### config.mk
export PLATFORM = sky130hd
export DESIGN_NAME = hsm_bus_sequencer_flat
export DESIGN_NICKNAME = d
export VERILOG_FILES = /design/src/rtl/hsm_bus_sequencer_if.sv /design/src/rtl/hsm_bus_sequencer.sv /design/src/flat_wrapper.sv
export SDC_FILE = /design/constraint.sdc
export NUM_CORES = 1
export LEC_CHECK = 0
export CORE_MARGIN = 5
export CORE_UTILIZATION = 35
export DETAILED_ROUTE_END_ITERATION = 8
export HOLD_SLACK_MARGIN = 0.03
export PLACE_DENSITY = 0.57
export SYNTH_ARGS = -nofsm -noshare
export SYNTH_HDL_FRONTEND = slang
export SYNTH_SLANG_ARGS = --single-unit
export TNS_END_PERCENT = 1
### constraint.sdc
create_clock -name clk -period 2.1 [get_ports clk]
set_input_delay 0.42 -clock clk [delete_from_list [all_inputs] [get_ports clk]]
set_output_delay 0.42 -clock clk [all_outputs]
set_load 0.005 [all_outputs]
### src/rtl/hsm_bus_sequencer_if.sv
// hsm_bus_sequencer_if
// Pi-side parallel bus bundle between the GPIO pin layer and the HSM
// frame sequencer.
//   cs        frame active from the Pi
//   strobe    one-cycle byte qualifier
//   dir_rd    1 = Pi reading the bus, 0 = Pi writing
//   bus_in    byte from the pin layer
//   bus_out   byte to the pin layer
//   bus_oe    sequencer drives the pins when 1
//   key_valid full key bank loaded
//   busy      frame in progress
//   err       sticky protocol error
// Modports: master = Pi / pin-layer side, slave = sequencer side.
interface hsm_bus_sequencer_if #(
    parameter int unsigned DATA_WIDTH = 8
);
    logic                  cs;
    logic                  strobe;
    logic                  dir_rd;
    logic [DATA_WIDTH-1:0] bus_in;
    logic [DATA_WIDTH-1:0] bus_out;
    logic                  bus_oe;
    logic                  key_valid;
    logic                  busy;
    logic                  err;

    modport master (
        output cs, strobe, dir_rd, bus_in,
        input  bus_out, bus_oe, key_valid, busy, err
    );

    modport slave (
        input  cs, strobe, dir_rd, bus_in,
        output bus_out, bus_oe, key_valid, busy, err
    );
endinterface

### src/rtl/hsm_bus_sequencer.sv
// hsm_bus_sequencer
// Frame-level controller between the Raspberry Pi parallel GPIO bus and
// the HSM XOR datapath: decodes a command byte, loads a KEY_BYTES key
// bank, XORs incoming data bytes into a BUF_DEPTH result buffer and
// drives bus direction with one turnaround cycle before Pi readback.
// Ports:
//   clk    system clock, rising edge
//   rst_n  asynchronous active-low reset
//   bus    hsm_bus_sequencer_if.slave (cs, strobe, dir_rd, bus_in,
//          bus_out, bus_oe, key_valid, busy, err)
// Optional build macro: HSM_KEY_ZEROIZE_EN -- clears the key bank and
// key_valid on entry to ERROR or on an aborted key load.
module hsm_bus_sequencer #(
    parameter int unsigned DATA_WIDTH = 8,
    parameter int unsigned KEY_BYTES  = 4,
    parameter int unsigned BUF_DEPTH  = 8
) (
    input logic                clk,
    input logic                rst_n,
    hsm_bus_sequencer_if.slave bus
);
    localparam int unsigned KW = (KEY_BYTES > 1) ? $clog2(KEY_BYTES) : 1;
    localparam int unsigned AW = $clog2(BUF_DEPTH);
    localparam logic [KW-1:0] KLAST = KW'(KEY_BYTES - 1);
    localparam logic [AW:0]   BFULL = (AW + 1)'(BUF_DEPTH);
    localparam logic [DATA_WIDTH-1:0] CMD_KEY  = DATA_WIDTH'(1);
    localparam logic [DATA_WIDTH-1:0] CMD_DATA = DATA_WIDTH'(2);
`ifdef HSM_KEY_ZEROIZE_EN
    localparam bit ZEROIZE = 1'b1;
`else
    localparam bit ZEROIZE = 1'b0;
`endif

    typedef enum logic [2:0] {
        IDLE, CMD, KEY_LOAD, DATA_IN, TURN, DATA_OUT, ERROR
    } state_t;

    state_t state, state_nxt;

    logic [DATA_WIDTH-1:0] key_bank [KEY_BYTES];
    logic [DATA_WIDTH-1:0] fifo_mem [BUF_DEPTH];
    logic [KW-1:0]         kidx;
    logic [AW-1:0]         wr_ptr, rd_ptr;
    logic [AW:0]           count;
    logic                  cs_q, dir_q, err_q, key_valid_q;

    logic cs_rise, dir_rise, stb, abort, buf_full, buf_empty;
    logic push, pop, enter_err, partial_abort, oe;

    assign cs_rise   = bus.cs & ~cs_q;
    assign dir_rise  = bus.dir_rd & ~dir_q;
    assign stb       = bus.strobe & bus.cs;
    // Level check is enough: once cs is low every non-IDLE state exits.
    assign abort     = (state != IDLE) & ~bus.cs;
    assign buf_full  = (count == BFULL);
    assign buf_empty = (count == '0);
    assign push      = (state == DATA_IN) & key_valid_q & stb & ~bus.dir_rd & ~buf_full;
    assign pop       = (state == DATA_OUT) & stb & bus.dir_rd & ~buf_empty;
    assign enter_err = (state != ERROR) & (state_nxt == ERROR);
    assign partial_abort = (state == KEY_LOAD) & abort;

    // State register
    always_ff @(posedge clk or negedge rst_n) begin
        if (!rst_n) state <= IDLE;
        else        state <= state_nxt;
    end

    // Next-state logic
    always_comb begin
        state_nxt = state;
        if (abort) begin
            state_nxt = IDLE;
        end else begin
            case (state)
                IDLE:     if (cs_rise) state_nxt = CMD;
                CMD: begin
                    if (stb) begin
                        if (bus.bus_in == CMD_KEY)       state_nxt = KEY_LOAD;
                        else if (bus.bus_in == CMD_DATA) state_nxt = DATA_IN;
                        else                             state_nxt = ERROR;
                    end
                end
                KEY_LOAD: if (stb && kidx == KLAST) state_nxt = CMD;
                DATA_IN: begin
                    if (!key_valid_q)  state_nxt = ERROR;
                    else if (dir_rise) state_nxt = TURN;
                end
                TURN:     state_nxt = DATA_OUT;
                DATA_OUT: if (!bus.dir_rd) state_nxt = DATA_IN;
                ERROR:    state_nxt = ERROR;
                default:  state_nxt = IDLE;
            endcase
        end
    end

    // Outputs: bus_oe also gated by live cs/dir_rd so it drops in the
    // same cycle the Pi releases either, never overlapping its drivers.
    always_comb begin
        oe            = (state == DATA_OUT) & bus.cs & bus.dir_rd;
        bus.bus_oe    = oe;
        bus.bus_out   = '0;
        if (oe && !buf_empty) bus.bus_out = fifo_mem[rd_ptr];
        bus.busy      = (state != IDLE);
        bus.key_valid = key_valid_q;
        bus.err       = err_q;
    end

    // Key bank, key index, buffer pointers and sticky flags
    always_ff @(posedge clk or negedge rst_n) begin
        if (!rst_n) begin
            for (int unsigned i = 0; i < KEY_BYTES; i++) key_bank[i] <= '0;
            kidx        <= '0;
            wr_ptr      <= '0;
            rd_ptr      <= '0;
            count       <= '0;
            cs_q        <= 1'b0;
            dir_q       <= 1'b0;
            err_q       <= 1'b0;
            key_valid_q <= 1'b0;
        end else begin
            cs_q  <= bus.cs;
            dir_q <= bus.dir_rd;
            if (abort) begin
                kidx   <= '0;
                wr_ptr <= '0;
                rd_ptr <= '0;
                count  <= '0;
                if (state == KEY_LOAD) begin
                    key_valid_q <= 1'b0;
                    err_q       <= 1'b1;
                end
            end else begin
                case (state)
                    IDLE: if (cs_rise) err_q <= 1'b0;
                    CMD: begin
                        if (stb) begin
                            kidx <= '0;
                            if (bus.bus_in == CMD_DATA) begin
                                wr_ptr <= '0;
                                rd_ptr <= '0;
                                count  <= '0;
                            end
                        end
                    end
                    KEY_LOAD: begin
                        if (stb) begin
                            key_bank[kidx] <= bus.bus_in;
                            if (kidx == KLAST) begin
                                kidx        <= '0;
                                key_valid_q <= 1'b1;
                            end else begin
                                kidx <= kidx + KW'(1);
                            end
                        end
                    end
                    DATA_IN: begin
                        if (push) begin
                            wr_ptr <= wr_ptr + AW'(1);
                            count  <= count + (AW + 1)'(1);
                            kidx   <= (kidx == KLAST) ? '0 : kidx + KW'(1);
                        end else if (key_valid_q && stb && !bus.dir_rd && buf_full) begin
                            err_q <= 1'b1;
                        end
                    end
                    DATA_OUT: begin
                        if (pop) begin
                            rd_ptr <= rd_ptr + AW'(1);
                            count  <= count - (AW + 1)'(1);
                        end else if (stb && bus.dir_rd) begin
                            err_q <= 1'b1;
                        end
                    end
                    default: ;
                endcase
                if (enter_err) err_q <= 1'b1;
            end
            if (ZEROIZE && (enter_err || partial_abort)) begin
                for (int unsigned i = 0; i < KEY_BYTES; i++) key_bank[i] <= '0;
                key_valid_q <= 1'b0;
            end
        end
    end

    // Result buffer storage; only the pointers need a reset
    always_ff @(posedge clk) begin
        if (push) fifo_mem[wr_ptr] <= bus.bus_in ^ key_bank[kidx];
    end
endmodule

### src/flat_wrapper.sv
// flat-port wrapper written by rule: the top's interface ports become plain ports
module hsm_bus_sequencer_flat 
#(
    parameter int unsigned DATA_WIDTH = 8,
    parameter int unsigned KEY_BYTES  = 4,
    parameter int unsigned BUF_DEPTH  = 8
)
  (clk, rst_n, bus_cs, bus_strobe, bus_dir_rd, bus_bus_in, bus_bus_out, bus_bus_oe, bus_key_valid, bus_busy, bus_err);
  hsm_bus_sequencer_if #(.DATA_WIDTH(DATA_WIDTH)) bus_i ();
  input logic clk;
  input logic rst_n;
  input wire logic [$bits(bus_i.cs)-1:0] bus_cs;
  input wire logic [$bits(bus_i.strobe)-1:0] bus_strobe;
  input wire logic [$bits(bus_i.dir_rd)-1:0] bus_dir_rd;
  input wire logic [$bits(bus_i.bus_in)-1:0] bus_bus_in;
  output wire logic [$bits(bus_i.bus_out)-1:0] bus_bus_out;
  output wire logic [$bits(bus_i.bus_oe)-1:0] bus_bus_oe;
  output wire logic [$bits(bus_i.key_valid)-1:0] bus_key_valid;
  output wire logic [$bits(bus_i.busy)-1:0] bus_busy;
  output wire logic [$bits(bus_i.err)-1:0] bus_err;
  assign bus_i.cs = bus_cs;
  assign bus_i.strobe = bus_strobe;
  assign bus_i.dir_rd = bus_dir_rd;
  assign bus_i.bus_in = bus_bus_in;
  assign bus_bus_out = bus_i.bus_out;
  assign bus_bus_oe = bus_i.bus_oe;
  assign bus_key_valid = bus_i.key_valid;
  assign bus_busy = bus_i.busy;
  assign bus_err = bus_i.err;
  hsm_bus_sequencer #(.DATA_WIDTH(DATA_WIDTH), .KEY_BYTES(KEY_BYTES), .BUF_DEPTH(BUF_DEPTH)) u_core (.clk(clk), .rst_n(rst_n), .bus(bus_i));
endmodule
==> flow_summary.json <==
{
  "avgSynthCellArea_sq_um": 15.1,
  "hold_path_depth": 1,
  "grt_use_met3": 0.0374,
  "period_share": 1.12,
  "slew_viol_final": 0,
  "first_pass_iters": 4,
  "cts-buffers-inserted": 17,
  "outcome": "finished with violations",
  "drc": 0,
  "critPathBufInv": 3,
  "grtUsageTotal": 0.141,
  "die-width_microns": 133,
  "ys_seq_area_frac": 0.603,
  "power_per_cell_area_mw_per_mm2": 1090,
  "finalClockSkew_ns": 0.00574,
  "grt_pass1_wl_microns": 19300,
  "ant_nets": 0,
  "place_area_sq_mm": 0.00622,
  "io_pins": 25,
  "yosys_warnings": 0,
  "drt_iter0_drc": 152,
  "antenna_cells": 0,
  "io_buffers": 24,
  "routedWlPerCell_microns": 17.3,
  "areaGrowthSynthToFinish_pct": 30.6,
  "syn_nets": 374,
  "core_area_sq_mm": 0.0150,
  "rows": 45,
  "cts_max_level": 4,
  "cts_tree": "yes",
  "finalInstanceArea_sq_mm": 0.00693,
  "busiest_layer": "met2",
  "grt_util_met2": 0.225,
  "slowest_delay_ns": 0.55,
  "met1_usage": 0.183,
  "syn_inst": 352,
  "r2r_slack_ns": 0.12,
  "drv_cap": 0,
  "max_slew_margin": 0.585,
  "cp-start-kind": "flip-flop",
  "tightest_slew_ns": 0.620,
  "cp_slowest_cell": "or4_4",
  "grt_max_degree": 52,
  "layout_common_cells": "64 x edfxtp_1, 60 x buf_4, 51 x dfrtp_1",
  "cp_cell_sequence": "or4_4 -> nand4_1 -> buf_6 -> buf_6 -> nor2_2 -> buf_2",
  "die_h_microns": 133,
  "die-area_sq_mm": 0.0177,
  "synth_edf_count": 64,
  "grt_pass1_vias": 3538,
  "wirelength_microns": 11300,
  "r2r-start": "u_core.count[2]",
  "min_path_type": "flip-flop to flip-flop",
  "yosys.cell_types.count": 66,
  "startpoint": "u_core.count[2]",
  "syn-cell-area_sq_mm": 0.00531,
  "timing.fmax_ghz": 0.424,
  "cp-end-kind": "output pin",
  "worstReg2RegEnd": "u_core.fifo_mem[4][5]",
  "cp.required_ns": 1.68,
  "ff2ff_path_depth": 7,
  "num_vias": 3284,
  "clkSlewWorstSetupHoldPaths_ns": 0.06,
  "violations": "setup timing",
  "clkLatencyLatePin_ns": 0.42,
  "rsz0062_at_grt": "true",
  "arrival_ns": 1.94,
  "utilization": 0.461,
  "crit_type": "flip-flop to output pin",
  "overflow": 0,
  "nNetsFinal": 474,
  "start_util": 0.353,
  "routed_via_density": 5.03,
  "cts_root_buf": "clkbuf_16",
  "irDropWorstVdd_mv": 0.420,
  "cts_max_path_buffers": 2,
  "synthArstFlopShare": 0.443,
  "p_leak_nw": 2.80,
  "cts.sinks": 115,
  "tns_ns": -1.98,
  "final_common_cell": "edfxtp_1",
  "setup_viol": 8,
  "post-route-min-period_ns": 2.36,
  "fin_hold_ws_ns": 0.481,
  "yosys_register_bits": 115,
  "min_from": "u_core.key_bank[5]",
  "finalWeightedCongestion": 0.861,
  "synth_ff_type": "edfxtp_1",
  "hold_end": "u_core.key_bank[5]",
  "grt_antenna_before_repair": 0,
  "finalHoldViolations": 0,
  "dp_hpwl_microns": 7760,
  "worstPathMaxFanout": 4,
  "fin_ws_ns": -0.259,
  "critPathTopFamily": "simple AND/OR/NAND/NOR gates",
  "p_total_mw": 7.53,
  "layout-drive-gt1-share": 0.387,
  "cp_common_cell": "buf_6"
}
-- how the worst max path moves through the flow --
stage | to | slack [ns] | cells past startpoint
6_report | bus_bus_out[3] | -0.26 | 6
5_1_grt | bus_bus_out[2] | -0.34 | 6
4_1_cts | bus_bus_out[4] | -0.29 | 6
3_5_place_dp | bus_bus_out[2] | -0.33 | 5
3_3_place_gp | bus_bus_out[3] | -0.29 | 5
2_1_floorplan | u_core.fifo_mem[4][0] | -0.11 | 5
-- state kept, by name, indices dropped and copies added (netlist names) --
register,cells
u_core.state,3
u_core.rd_ptr,3
u_core.kidx,2
u_core.fifo_mem,64
u_core.bus.key_valid,1
u_core.bus.err,1
u_core.cs_q,1
u_core.key_bank,32
u_core.wr_ptr,3
u_core.count,4
u_core.dir_q,1
-- metal layers --
layer	wire (microns)	share of wire	up-vias
li1	-	-	1558
met1	5000	0.44	1645
met2	5660	0.50	63
met3	421	0.037	18
met4	213	0.019	0
met5	0	0	-
-- cells in the mapped netlist (2+ instances only) --
| master | instances | area, sq um |
|---|---|---|
| a21o_1 | 4 | 30.0 |
| a21oi_1 | 8 | 40.0 |
| a22o_1 | 3 | 26.3 |
| a31oi_1 | 4 | 25.0 |
| and2_1 | 2 | 12.5 |
| and3_1 | 4 | 25.0 |
| buf_2 | 8 | 40.0 |
| clkbuf_1 | 6 | 22.5 |
| dfrtp_1 | 51 | 1280 |
| edfxtp_1 | 64 | 1920 |
| ha_1 | 8 | 100 |
| inv_1 | 9 | 33.8 |
| mux2_1 | 9 | 101 |
| mux2_2 | 24 | 270 |
| mux2i_1 | 9 | 90.1 |
| mux4_2 | 24 | 541 |
| nand2_1 | 13 | 48.8 |
| nand2b_1 | 5 | 31.3 |
| nand3_1 | 2 | 10.0 |
| nor2_1 | 24 | 90.1 |
| nor3_1 | 5 | 25.0 |
| nor4_1 | 2 | 12.5 |
| o21ai_0 | 7 | 35.0 |
| o21ai_1 | 4 | 20.0 |
| o22ai_1 | 2 | 12.5 |
| or3_1 | 2 | 12.5 |
| xnor2_1 | 2 | 17.5 |
| xor2_1 | 9 | 78.8 |
-- per-stage QoR --
| step | std cells | worst slack (ns) |
|---|---|---|
| after floorplan | 352 | -0.114 |
| after global placement | 608 | -0.287 |
| after detailed placement | 608 | -0.331 |
| after CTS | 653 | -0.290 |
| after global routing | 653 | -0.343 |
| final | 653 | -0.259 |
-- final cells by class --
| cell class | count | area, sq um |
|---|---|---|
| Clock inverter | 15 | 179 |
| Inverter | 10 | 37.5 |
| Clock buffer | 17 | 425 |
| Tap cell | 188 | 235 |
| Sequential cell | 115 | 3200 |
| Timing Repair Buffer | 98 | 847 |
| Multi-Input combinational cell | 210 | 2010 |
| Fill cell | 1320 | 8110 |
-- cell families (layout without fill, tap and decap cells) --
logic type | count (synthesis) | after routing | share of synthesized area
AO/OA/AOI/OAI | 47 | 47 | 0.0623
multiplexers | 66 | 66 | 0.189
AND/OR/NAND/NOR | 77 | 77 | 0.0823
adder cells (fa/ha/maj) | 9 | 9 | 0.0226
flip-flops | 115 | 115 | 0.603
XOR/XNOR | 11 | 11 | 0.0182
buffers and inverters | 27 | 140 | 0.0231
-- power breakdown --
group | switching [mW] | leakage, nW | total [mW] | internal, mW
logic | 0.862 | 1.24 | 1.63 | 0.769
clock network | 1.07 | 0.290 | 2.94 | 1.87
registers | 0.110 | 1.27 | 2.96 | 2.85
total | 2.05 | 2.80 | 7.53 | 5.49
-- what timing repair did --
action,in CTS,in global routing
hold endpoints to repair,51,0
endpoints found under the setup margin,10,20
gates resized for setup,43,8
hold buffers,1,0
pin swaps,5,1
setup buffers,12,0
(Power assumes the default switching activity.)
